[src/rtl/ccff_loader_pkg.sv]
// ccff_loader_pkg: state encoding and CRC-16-CCITT helpers shared by the configuration-chain loader.
package ccff_loader_pkg;
    typedef enum logic [2:0] {IDLE, LOAD, CHECK, DONE, ERR} state_t;
    localparam logic [15:0] CRC16_POLY = 16'h1021;
    localparam logic [15:0] CRC16_INIT = 16'hFFFF;
    function automatic logic [15:0] crc16_step(input logic [15:0] crc, input logic b);
        return {crc[14:0], 1'b0} ^ ((crc[15] ^ b) ? CRC16_POLY : 16'h0000);
    endfunction
endpackage

[src/rtl/ccff_chain_loader_if.sv]
// ccff_chain_loader_if: valid/ready bitstream word port feeding the chain loader.
interface ccff_chain_loader_if #(parameter int DATA_W = 8) ();
    logic [DATA_W-1:0] s_data;
    logic s_valid;
    logic s_ready;
    modport master (output s_data, output s_valid, input s_ready);
    modport slave (input s_data, input s_valid, output s_ready);
endinterface

[src/rtl/ccff_word_serializer.sv]
// ccff_word_serializer: one-word buffer that hands out bits LSB-first and refills without a bubble.
module ccff_word_serializer #(
    parameter int DATA_W = 8
) (
    input  logic              prog_clk,
    input  logic              prog_reset,
    input  logic              allow,
    input  logic              more,
    input  logic [DATA_W-1:0] s_data,
    input  logic              s_valid,
    output logic              ready,
    output logic              shift,
    output logic              head
);
    localparam int IW = DATA_W > 1 ? $clog2(DATA_W) : 1;
    logic [DATA_W-1:0] word;
    logic [IW-1:0] idx;
    logic full, last;
    assign last = idx == IW'(DATA_W - 1);
    assign shift = full && allow;
    // A refill is only worth taking if the chain still needs bits after the one leaving now.
    assign ready = allow && (!full || (last && more));
    assign head = word[idx];
    always_ff @(posedge prog_clk) begin
        if (!prog_reset) begin
            word <= '0;
            idx <= '0;
            full <= 1'b0;
        end else if (!allow) begin
            full <= 1'b0;
        end else if (s_valid && ready) begin
            word <= s_data;
            idx <= '0;
            full <= 1'b1;
        end else if (shift) begin
            full <= !last;
            idx <= idx + 1'b1;
        end
    end
endmodule

[src/rtl/ccff_chain_loader.sv]
// ccff_chain_loader: serially loads the fabric configuration chain from a word-wide bitstream.
// Define CCFF_LOADER_CRC_EN to add a CRC-16-CCITT trailer check (CHECK/ERR states).
module ccff_chain_loader
    import ccff_loader_pkg::*;
#(
    parameter int CHAIN_LEN = 320,
    parameter int DATA_W = 8,
    parameter int CNT_W = $clog2(CHAIN_LEN + 1)
) (
    input  logic             prog_clk,
    input  logic             prog_reset,
    input  logic             start,
    ccff_chain_loader_if.slave s,
    output logic             ccff_head,
    output logic             ccff_shift_en,
    input  logic             ccff_tail,
    output logic             busy,
    output logic             cfg_done,
    output logic             err,
    output logic [CNT_W-1:0] bit_cnt
);
    localparam logic [CNT_W-1:0] LAST = CNT_W'(CHAIN_LEN - 1);
    state_t state, state_nx, load_end;
    logic allow, more, shift, ser_ready, head_bit, restart, fin, crc_ok, unused;
    assign unused = ccff_tail;
    assign allow = state == LOAD && bit_cnt <= LAST;
    assign more = bit_cnt < LAST;
    ccff_word_serializer #(.DATA_W(DATA_W)) u_ser (
        .prog_clk   (prog_clk),
        .prog_reset (prog_reset),
        .allow      (allow),
        .more       (more),
        .s_data     (s.s_data),
        .s_valid    (s.s_valid),
        .ready      (ser_ready),
        .shift      (shift),
        .head       (head_bit)
    );
    assign ccff_shift_en = shift;
    assign ccff_head = shift & head_bit;
    assign busy = state == LOAD || state == CHECK;
    assign cfg_done = state == DONE;
`ifdef CCFF_LOADER_CRC_EN
    localparam int TW = (16 + DATA_W - 1) / DATA_W;
    localparam int KW = TW > 1 ? $clog2(TW) : 1;
    localparam int RW = TW * DATA_W;
    logic [15:0] crc;
    logic [RW-1:0] rx, rx_nx;
    logic [KW-1:0] k;
    logic take;
    assign load_end = CHECK;
    assign take = state == CHECK && s.s_valid;
    assign fin = take && k == KW'(TW - 1);
    // Trailer words arrive LSB-first, so each new word enters at the top and slides down.
    assign rx_nx = (rx >> DATA_W) | (RW'(s.s_data) << ((TW - 1) * DATA_W));
    assign crc_ok = rx_nx[15:0] == crc;
    assign err = state == ERR;
    assign s.s_ready = ser_ready || state == CHECK;
    always_ff @(posedge prog_clk) begin
        if (!prog_reset || restart) begin
            crc <= CRC16_INIT;
            rx <= '0;
            k <= '0;
        end else begin
            if (shift)
                crc <= crc16_step(crc, head_bit);
            if (take) begin
                rx <= rx_nx;
                k <= k + 1'b1;
            end
        end
    end
`else
    assign load_end = DONE;
    assign fin = 1'b0;
    assign crc_ok = 1'b0;
    assign err = 1'b0;
    assign s.s_ready = ser_ready;
`endif
    always_comb begin
        state_nx = state;
        if (start && (state == IDLE || state == DONE || state == ERR))
            state_nx = LOAD;
        else if (state == LOAD && shift && bit_cnt == LAST)
            state_nx = load_end;
        else if (fin)
            state_nx = crc_ok ? DONE : ERR;
    end
    assign restart = state_nx == LOAD && state != LOAD;
    always_ff @(posedge prog_clk) begin
        if (!prog_reset) begin
            state <= IDLE;
            bit_cnt <= '0;
        end else begin
            state <= state_nx;
            if (restart)
                bit_cnt <= '0;
            else if (shift)
                bit_cnt <= bit_cnt + 1'b1;
        end
    end
endmodule

[src/flat_wrapper.sv]
// flat-port wrapper written by rule: the top's interface ports become plain ports
module ccff_chain_loader_flat import ccff_loader_pkg::*;
#(
    parameter int CHAIN_LEN = 320,
    parameter int DATA_W = 8,
    parameter int CNT_W = $clog2(CHAIN_LEN + 1)
)
  (prog_clk, prog_reset, start, ccff_head, ccff_shift_en, ccff_tail, busy, cfg_done, err, bit_cnt, s_s_data, s_s_valid, s_s_ready);
  ccff_chain_loader_if #(.DATA_W(DATA_W)) s_i ();
  input  logic prog_clk;
  input  logic prog_reset;
  input  logic start;
  output logic ccff_head;
  output logic ccff_shift_en;
  input  logic ccff_tail;
  output logic busy;
  output logic cfg_done;
  output logic err;
  output logic [CNT_W-1:0] bit_cnt;
  input wire logic [$bits(s_i.s_data)-1:0] s_s_data;
  input wire logic [$bits(s_i.s_valid)-1:0] s_s_valid;
  output wire logic [$bits(s_i.s_ready)-1:0] s_s_ready;
  assign s_i.s_data = s_s_data;
  assign s_i.s_valid = s_s_valid;
  assign s_s_ready = s_i.s_ready;
  ccff_chain_loader #(.CHAIN_LEN(CHAIN_LEN), .DATA_W(DATA_W), .CNT_W(CNT_W)) u_core (.prog_clk(prog_clk), .prog_reset(prog_reset), .start(start), .s(s_i), .ccff_head(ccff_head), .ccff_shift_en(ccff_shift_en), .ccff_tail(ccff_tail), .busy(busy), .cfg_done(cfg_done), .err(err), .bit_cnt(bit_cnt));
endmodule
[config.mk]
export PLATFORM = sky130hd
export DESIGN_NAME = ccff_chain_loader_flat
export DESIGN_NICKNAME = d
export VERILOG_FILES = /design/src/rtl/ccff_loader_pkg.sv /design/src/rtl/ccff_chain_loader_if.sv /design/src/rtl/ccff_word_serializer.sv /design/src/rtl/ccff_chain_loader.sv /design/src/flat_wrapper.sv
export SDC_FILE = /design/constraint.sdc
export NUM_CORES = 1
export LEC_CHECK = 0
export CORE_AREA = 3 3 53 55
export DETAILED_ROUTE_END_ITERATION = 10
export DIE_AREA = 0 0 56 58
export GPL_ROUTABILITY_DRIVEN = 0
export GPL_TIMING_DRIVEN = 0
export PLACE_DENSITY = 0.78
export SYNTH_ARGS = -nofsm -noshare
export SYNTH_HDL_FRONTEND = slang
export SYNTH_HIERARCHICAL = 1
export SYNTH_SLANG_ARGS = --single-unit
export TNS_END_PERCENT = 5
[constraint.sdc]
create_clock -name prog_clk -period 9.12 [get_ports prog_clk]
set_clock_uncertainty 0.15 [all_clocks]
set_input_delay 1.824 -clock prog_clk [delete_from_list [all_inputs] [get_ports prog_clk]]
set_output_delay 1.824 -clock prog_clk [all_outputs]
set_load 0.02 [all_outputs]
==> flow_summary_export.csv <==
group,metric,value,unit
drt,dr.pass1.iters,4,
drt,routedWlPerCell,12.9,um
cells_and_area,final_cell_mix,"clkdlybuf4s50_1 (25), nand2_1 (25), dfxtp_1 (24)",
worst_hold_path,hold_path_class,"register to register",
cts,post_cts_buffers,0,
worst_setup_path,slowest_stage,"a2111oi_0",
yosys,syn_inst,132,
yosys,syn_area,1190,sq um
yosys,synth_seq_cells,24,
drt,dr_total_vias,1033,
worst_setup_path,critPathKind,"register to output pin",
place,hpwlAfterDp,1850,um
yosys,synth.yosys.seq_area_share,40.4,%
cts,holdBufCountCts,0,
yosys,yosysWarnings,6,
yosys,ys_types,35,
global_routing,grtUsageTotal,15.5,%
global_routing,overflow,0,
worst_setup_path,r2r_cells,9,
drt,route.layer.met1.wl,1120,um
cells_and_area,drive_gt1_share,7.45,%
worst_hold_path,hold_depth,2,
timing,whs,0.320,ns
timing,finalSetupTns,0,ns
timing,slew_violations,0,
global_routing,grt_pass1_vias,973,
cts,clk_pin_slew_worst_paths,0.13,ns
yosys,syn_avg_cell_area,9.01,sq um
timing,slew_headroom,13.2,%
global_routing,antenna_found_initial,0,
run,maxCapViolCount,0,
cts,ctsHtreeMaxLevel,1,
cts,cts_root_buf,"clkbuf_4",
worst_hold_path,min_to,"u_core/u_ser/word[6]$_SDFFE_PN0P_",
cts,cts_tree,"yes",
drt,dr_wl_met2,1220,um
global_routing,grt_max_degree,14,
worst_setup_path,rrSetupSlack,5.42,ns
timing,period_minus_slack,5.59,ns
floorplan,core_area,2430,sq um
worst_setup_path,timing.rr.end,"u_core/state[1]$_SDFF_PN0_",
timing,hold_viol,0,
cells_and_area,syn2layout_area_growth,27.2,%
worst_setup_path,critPathTopFamily,"compound AO/OA/AOI/OAI gates",
floorplan,die_h,58,um
floorplan,die_w,56,um
worst_setup_path,path_buf_inv,3,
timing,fin_ws,3.53,ns
drt,drt_wl_total,2460,um
timing,fmax,179,MHz
power,power.total,0.000184,W
timing,grt_setup_unrepaired,"false",
floorplan,die-area,3250,sq um
cts,cts_buffer_depth,2,
power,ir_drop,0.101,mV
floorplan,initial_core_util,48.9,%
worst_hold_path,min_from,"u_core/u_ser/word[6]$_SDFFE_PN0P_",
worst_setup_path,startpoint_type,"register",
cts,cts_buffers,3,
run_status,status,"finished, final reports clean",
cells_and_area,nets,178,
floorplan,io_pins,28,
timing,period_share,61.3,%
global_routing,grt_pass1_wl,4070,um
timing,finalSetupViolations,0,
worst_setup_path,arrival,3.62,ns
worst_setup_path,r2r-start,"u_core/bit_cnt[1]$_SDFFE_PP0P_",
cts,cts_sinks,24,
floorplan,rows,18,
drt,drt_iter0_drc,32,
drt,drt.antenna.violating_nets,0,
place,dpl_worst_slack,3.94,ns
yosys,synth_nets,148,
cts,clock_latency,0.31,ns
yosys,synthFlopType,"dfxtp_1",
worst_setup_path,crit_path_end_kind,"output pin",
worst_setup_path,crit_fanout,8,
timing,worstMarginPinSlew,1.27,ns
yosys,async_reset_ff_share,0,%
drt,topRoutingLayerUsed,"met4",
power,p_leak,0.547,nW
worst_setup_path,cp.required,7.15,ns
drt,vias_per_cell,5.41,
worst_setup_path,crit_chain,"ha_1 -> o31ai_1 -> a2111oi_0 -> nand2_1 -> inv_1 -> buf_2 -> and2_1 -> clkdlybuf4s50_1",
drt,met3_length,111,um
cells_and_area,n_antenna_cell,0,
place,port_buffers,25,
power,power.density,122,nW/um^2
drt,drc_errors,0,
worst_setup_path,critPathMaxStageDelay,1.10,ns
cells_and_area,fillers,218,
yosys,synth-edff-count,0,
worst_setup_path,cp_num_cells,8,
cts,cts_resized,0,
-- registers in the layout (all words and copies together) (netlist names) --
name and flops:
u_core/u_ser/word 8, u_core/state 3, u_core/bit_cnt 9, u_core/u_ser/idx 3, u_core/u_ser/full 1
-- final cells by class --
cell class | count | area, sq um | share of cell area, %
Buffer | 6 | 28.8 | 1.90
Clock buffer | 4 | 36.3 | 2.40
Inverter | 6 | 22.5 | 1.49
Multi-Input combinational cell | 96 | 658 | 43.5
Sequential cell | 24 | 480 | 31.7
Tap cell | 30 | 37.5 | 2.48
Timing Repair Buffer | 25 | 250 | 16.5
-- where the power goes --
| group | switching (W) | total, W | internal [W] |
|---|---|---|---|
| combinational | 0.00000958 | 0.0000198 | 0.0000102 |
| clock | 0.0000314 | 0.0000557 | 0.0000244 |
| sequential | 0.00000149 | 0.000108 | 0.000107 |
| total | 0.0000424 | 0.000184 | 0.000142 |
-- worst reg2reg max path, delay by kind of cell (launching register included) --
family	cells	cell delay, ns
adder cells (fa/ha/maj)	1	0.26
AO/OA/AOI/OAI	3	1.42
AND/OR/NAND/NOR	3	1.01
flip-flops	1	0.45
buffers and inverters	2	0.34
-- worst max path at each step --
stage                                    from         to
2_1_floorplan  u_core/bit_cnt[0]$_SDFFE_PP0P_  ccff_head
3_3_place_gp   u_core/bit_cnt[0]$_SDFFE_PP0P_  ccff_head
3_5_place_dp   u_core/bit_cnt[0]$_SDFFE_PP0P_  ccff_head
4_1_cts        u_core/bit_cnt[0]$_SDFFE_PP0P_  ccff_head
5_1_grt        u_core/bit_cnt[0]$_SDFFE_PP0P_  ccff_head
6_report       u_core/bit_cnt[1]$_SDFFE_PP0P_  ccff_head
-- through the flow --
step	util (%)	instances	instance area [sq um]
finish	62.2	191	1510
global route	62.2	191	1510
CTS	62.2	191	1510
detailed placement	60.8	187	1480
global placement	60.8	187	1480
floorplan	-	132	1190
-- cell usage after synthesis, drive strengths merged (4+ instances only) --
| cell | number | share of area [%] |
|---|---|---|
| mux2i | 9 | 7.6 |
| nor3 | 5 | 2.1 |
| a211oi | 5 | 3.6 |
| o21ai | 4 | 1.7 |
| inv | 6 | 1.9 |
| dfxtp | 24 | 40 |
| xor2 | 4 | 2.9 |
| nor2 | 6 | 2.1 |
| nand3 | 5 | 2.1 |
| nand2 | 25 | 7.9 |
-- cell families after synthesis --
group | synth area share (%)
simple gates | 22.6
buf+inv | 4.31
compound gates | 11.9
xor+xnor | 4.42
fa+ha+maj | 3.15
flops | 40.4
other cells | 0.315
mux | 12.9
-- metal layers --
| metal | GRT usage (%) | up-vias |
|---|---|---|
| met5 | 0 | - |
| met4 | 6.10 | 0 |
| met3 | 2.67 | 2 |
| met2 | 27.9 | 27 |
| met1 | 18.3 | 479 |
| li1 | - | 525 |
Note: power is estimated with default switching activity, not from simulation.
